### src/rtl/id_ex_operand_stage.sv
// ID/EX pipeline register with EX-stage operand selection for the ALU.
// Covers load-use bubble insertion, EX/MEM and MEM/WB forwarding, and immediate extension.
module id_ex_operand_stage #(
    parameter int DATA_W = 32,
    parameter int REG_AW = 5,
    parameter int CTRL_W = 16
) (
    input  logic              clk,
    input  logic              rst,
    input  logic              stall_in,
    input  logic              flush_in,
    input  logic              id_valid,
    input  logic [REG_AW-1:0] id_rs,
    input  logic [REG_AW-1:0] id_rt,
    input  logic [REG_AW-1:0] id_rd,
    input  logic [DATA_W-1:0] id_rs_data,
    input  logic [DATA_W-1:0] id_rt_data,
    input  logic [15:0]       id_imm,
    input  logic              id_zero_ext,
    input  logic [4:0]        id_shamt,
    input  logic [CTRL_W-1:0] id_alu_ctrl,
    input  logic              id_alu_src,
    input  logic              id_reg_write,
    input  logic              id_mem_read,
    input  logic              id_mem_write,
    input  logic              id_mem_to_reg,
    input  logic              exm_reg_write,
    input  logic [REG_AW-1:0] exm_rd,
    input  logic [DATA_W-1:0] exm_result,
    input  logic              wb_reg_write,
    input  logic [REG_AW-1:0] wb_rd,
    input  logic [DATA_W-1:0] wb_result,
    output logic              hazard_stall,
    output logic [DATA_W-1:0] alu_a,
    output logic [DATA_W-1:0] alu_b,
    output logic [4:0]        alu_shamt,
    output logic [CTRL_W-1:0] alu_ctrl,
    output logic [DATA_W-1:0] ex_store_data,
    output logic              ex_valid,
    output logic [REG_AW-1:0] ex_rd,
    output logic              ex_reg_write,
    output logic              ex_mem_read,
    output logic              ex_mem_write,
    output logic              ex_mem_to_reg
);

    typedef struct packed {
        logic              valid;
        logic [REG_AW-1:0] rs;
        logic [REG_AW-1:0] rt;
        logic [REG_AW-1:0] rd;
        logic [DATA_W-1:0] rs_data;
        logic [DATA_W-1:0] rt_data;
        logic [DATA_W-1:0] ext_imm;
        logic [4:0]        shamt;
        logic [CTRL_W-1:0] ctrl;
        logic              alu_src;
        logic              reg_write;
        logic              mem_read;
        logic              mem_write;
        logic              mem_to_reg;
    } ex_reg_t;

    ex_reg_t           ex_q;
    ex_reg_t           ex_d;
    logic [DATA_W-1:0] id_ext_imm;
    logic              exm_hit_rs;
    logic              exm_hit_rt;
    logic              wb_hit_rs;
    logic              wb_hit_rt;
    logic [DATA_W-1:0] fwd_rs;
    logic [DATA_W-1:0] fwd_rt;

    assign id_ext_imm = id_zero_ext ? {{(DATA_W-16){1'b0}}, id_imm}
                                    : {{(DATA_W-16){id_imm[15]}}, id_imm};

    // A load in EX cannot supply its data until WB, so a dependent ID instruction must wait.
    assign hazard_stall = ex_q.valid && ex_q.mem_read && (ex_q.rd != '0) && id_valid &&
                          ((ex_q.rd == id_rs) ||
                           ((ex_q.rd == id_rt) && (!id_alu_src || id_mem_write)));

    always_comb begin
        // NOTE: default to hold so every path assigns ex_d and no latch is inferred.
        ex_d = ex_q;
        if (flush_in) begin
            ex_d = '0;
        end else if (stall_in) begin
            ex_d = ex_q;
        end else if (hazard_stall) begin
            ex_d = '0;
        end else begin
            ex_d.valid      = id_valid;
            ex_d.rs         = id_rs;
            ex_d.rt         = id_rt;
            ex_d.rd         = id_rd;
            ex_d.rs_data    = id_rs_data;
            ex_d.rt_data    = id_rt_data;
            ex_d.ext_imm    = id_ext_imm;
            ex_d.shamt      = id_shamt;
            ex_d.ctrl       = id_alu_ctrl;
            ex_d.alu_src    = id_alu_src;
            ex_d.reg_write  = id_reg_write  & id_valid;
            ex_d.mem_read   = id_mem_read   & id_valid;
            ex_d.mem_write  = id_mem_write  & id_valid;
            ex_d.mem_to_reg = id_mem_to_reg & id_valid;
        end
    end

    always_ff @(posedge clk) begin
        // NOTE: non-blocking so every register samples pre-edge values regardless of order.
        if (rst) begin
            ex_q <= '0;
        end else begin
            ex_q <= ex_d;
        end
    end

    // EX/MEM is younger than MEM/WB, so it wins when both target the same register.
    assign exm_hit_rs = exm_reg_write && (exm_rd != '0) && (exm_rd == ex_q.rs);
    assign exm_hit_rt = exm_reg_write && (exm_rd != '0) && (exm_rd == ex_q.rt);
    assign wb_hit_rs  = wb_reg_write  && (wb_rd  != '0) && (wb_rd  == ex_q.rs);
    assign wb_hit_rt  = wb_reg_write  && (wb_rd  != '0) && (wb_rd  == ex_q.rt);

    assign fwd_rs = exm_hit_rs ? exm_result : (wb_hit_rs ? wb_result : ex_q.rs_data);
    assign fwd_rt = exm_hit_rt ? exm_result : (wb_hit_rt ? wb_result : ex_q.rt_data);

    assign alu_a         = fwd_rs;
    assign alu_b         = ex_q.alu_src ? ex_q.ext_imm : fwd_rt;
    assign ex_store_data = fwd_rt;
    assign alu_shamt     = ex_q.shamt;
    assign alu_ctrl      = ex_q.ctrl;
    assign ex_valid      = ex_q.valid;
    assign ex_rd         = ex_q.rd;
    assign ex_reg_write  = ex_q.reg_write;
    assign ex_mem_read   = ex_q.mem_read;
    assign ex_mem_write  = ex_q.mem_write;
    assign ex_mem_to_reg = ex_q.mem_to_reg;

endmodule

### config.mk
export PLATFORM = sky130hd
export DESIGN_NAME = id_ex_operand_stage
export DESIGN_NICKNAME = d
export VERILOG_FILES = /design/src/rtl/id_ex_operand_stage.sv
export SDC_FILE = /design/constraint.sdc
export NUM_CORES = 1
export LEC_CHECK = 0
export CAP_MARGIN = 30
export CORE_AREA = 3 3 128 130
export CTS_BUF_LIST = sky130_fd_sc_hd__clkbuf_16
export DETAILED_ROUTE_END_ITERATION = 10
export DIE_AREA = 0 0 131 133
export GPL_TIMING_DRIVEN = 0
export PLACE_DENSITY_LB_ADDON = 0.25
export SLEW_MARGIN = 5
export SYNTH_ARGS = -nofsm -noshare
export SYNTH_HDL_FRONTEND = slang
export SYNTH_SLANG_ARGS = --single-unit
export TNS_END_PERCENT = 30
### constraint.sdc
create_clock -name clk -period 7.7 [get_ports clk]
set_input_delay 1.54 -clock clk [delete_from_list [all_inputs] [get_ports clk]]
set_output_delay 1.54 -clock clk [all_outputs]
set_load 0.02 [all_outputs]
==> qor.yml <==
critical_path:
  crit_fanout: 10
  endpoint: "alu_b[29]"
  end_kind: "output pin"
  reg2reg_slack_ns: 5.22
  cp.depth: 9
  critPathLaunch: "wb_rd[0]"
  path_buf_inv: 4
  path_class: "in2out"
  critPathSlowestCell: "clkdlybuf4s50_1"
  timing.rr.start: "ex_rd[4]"
  path_common_cell: "clkdlybuf4s50_1"
  worstRegToRegCells: 8
  crit_family: "buffers and inverters"
  crit_chain: "clkdlybuf4s50_1 > xnor2_1 > nand4_1 > clkbuf_1 > nor2_1 > buf_2 > a221oi_1 > o31ai_1 > clkdlybuf4s50_1"
  cp_data_required_time_ns: 6.16
  max_stage_delay_ns: 0.68
  r2r-end: "ex_q[31]"
  setup.worst_path.start_class: "input port"
  worstPathArrival_ns: 4.87
yosys:
  synth_edf_count: 0
  syn_inst: 665
  synthFlopType: "dfxtp_1"
  syn_nets: 868
  syn_area_per_cell_um2: 9.30
  synth_seq_area_share_pct: 39.8
  ys_types: 39
  synth_seq_cells: 123
  async_flop_share_pct: 0
  yosys_warnings: 0
  netlist_area_um2: 6190
placed_design:
  gp_congestion: 0.884
  dp_hpwl_um: 19800
  port_buffers: 330
drt:
  final_antenna_net_count: 0
  num_vias: 6730
  drtPass1Iterations: 5
  routed_wirelength_um: 25600
  drcViolationCount: 0
  wl_per_cell_um: 20.6
  dr.first_iter.drc_count: 473
  viasPerCell: 5.43
die:
  io_pins: 331
  die_x_um: 131
  die-height_um: 133
  core_area_um2: 15300
  die-area_um2: 17400
  fp-row-count: 45
  start_util_pct: 40.5
timing:
  slew_viol_final: 0
  relSlewSlack_pct: 45.6
  setup_viol: 0
  clock_skew_ns: 0.00749
  period_share_pct: 83.3
  period_needed_ns: 6.41
  rsz0062_at_grt: "false"
  worst_pin_slew_ns: 0.810
  fin_tns_setup_ns: 0
  fmaxAchievable_ghz: 0.156
  hold_viol_final: 0
cells_and_area:
  largest_reg_flops: 92
  nets: 1218
  top_register: "ex_q"
  fillers: 1237
  area_delta_synth_final_pct: 67.6
  drive_gt1_share_pct: 10.1
cts:
  clock_path_buffers: 2
  cts_hold_buf: 0
  h-tree-depth: 4
  cts.repair.resized: 0
  root_buffer: "clkbuf_16"
  post_cts_buffers: 0
  clock_latency_ns: 0.42
  cts_buffers: 17
  numClockSinks: 123
  clk_pin_slew_ns: 0.06
  cts_tree: "built"
job:
  drv_cap: 0
global_route:
  grt_max_degree: 17
  grt_overflow: 0
  grt_first_pass_wirelength_um: 37500
  gr-usage-all-layers_pct: 28.2
  antenna_found_initial: 3
  grt_pass1_vias: 6770
hold_path:
  min_path_type: "reg2reg"
  worstHoldPathCells: 1
status:
  status: "finished, final reports clean"
power_and_ir_drop:
  power_density_nw_per_um2: 178
  ir_worst_vdd_mv: 0.149
  power_w: 0.00184
  p_leak_nw: 3.95
## area by class of cell
cell class	count	area (µm²)	area share, %
timing repair buffer	331	3310	31.9
multi-input combinational	440	3190	30.8
sequential	123	2460	23.8
buffer	86	479	4.62
clock buffer	17	425	4.10
tap	211	264	2.55
clock inverter	14	173	1.67
inverter	16	60.1	0.579
antenna	2	5.00	0.0483
## metrics by stage
stage	util (%)	hold WS [ns]	instance area, µm²	instances	worst slack, ns
3_5_place_dp	64.0	0.451	9760	1207	1.31
2_1_floorplan	-	0.436	6190	665	2.75
3_3_place_gp	63.9	0.447	9750	1206	1.33
4_1_cts	67.9	0.470	10400	1238	1.28
6_report	67.9	0.470	10400	1240	1.29
5_1_grt	67.9	0.482	10400	1240	1.05
## kinds of logic after synthesis
kind of cell,Yosys count,share of synthesized area (%)
compound gates,226,28.6
simple gates,138,10.8
flops,123,39.8
buf+inv,102,8.72
mux,46,7.73
xor+xnor,30,4.37
## worst reg2reg max path, cell delays in order, from the launching register on
cell and delay [ns]:
dfxtp_1 0.45, xnor2_1 0.13, nand4_1 0.08, o22ai_1 0.11, a2111oi_2 0.50, buf_2 0.30, buf_2 0.35, buf_2 0.31
a22o_1 0.18
## routing by layer
metal,vias to the layer above,track usage (%),wire length [µm]
li1,3184,-,-
met2,354,47.4,12400
met4,2,9.94,625
met3,43,10.1,2510
met5,-,0,20
met1,3147,32.6,9960
## cell usage in the layout, fill, tap and decap left out, types with 3 or more instances in the layout
cell type,instances
clkdlybuf4s50_1,330
dfxtp_1,123
a22o_1,118
nor2_1,72
a21oi_1,33
buf_4,33
clkbuf_1,32
mux2i_1,32
xnor2_1,25
and3_1,18
a221oi_1,18
o31ai_1,18
clkbuf_16,17
inv_1,16
o21ai_0,16
nor3_1,15
buf_2,14
or3_1,14
mux2_2,14
a31oi_1,13
buf_1,5
a32o_1,5
clkinvlp_4,5
nand2_1,4
nand4_1,4
xor2_1,4
nand3_1,3
bufinv_16,3
## where the power goes
part	switching, W	total [W]	internal [W]
registers	0.0000152	0.000673	0.000658
logic	0.000153	0.000354	0.000201
clock network	0.000308	0.000816	0.000508
## Yosys cell counts, types with 4 or more instances
cell,count,area [µm²]
a32o_1,5,50.1
o31ai_1,18,135
nand4_1,4,25.0
a22o_1,118,1030
a21oi_1,33,165
and3_1,18,113
nor3_1,15,75.1
nor2_1,72,270
a221oi_1,18,158
inv_1,16,60.1
clkbuf_1,32,120
buf_1,5,18.8
or3_1,14,87.6
buf_2,13,65.1
dfxtp_1,123,2460
nand2_1,4,15.0
mux2_2,14,158
mux2i_1,32,320
xnor2_1,25,219
buf_4,33,248
a31oi_1,13,81.3
xor2_1,4,35.0
o21ai_0,16,80.1
## how the worst min path moves through the flow
stage | startpoint | end | slack [ns]
after detailed placement | ex_q[71] | ex_q[71] | 0.45
after global routing | ex_q[69] | ex_q[69] | 0.48
after CTS | ex_q[66] | ex_q[66] | 0.47
after global placement | ex_mem_write | ex_mem_write | 0.45
after floorplan | ex_q[60] | ex_q[60] | 0.44
final | ex_q[36] | ex_q[36] | 0.47
Power figures use the tool's default switching activity.
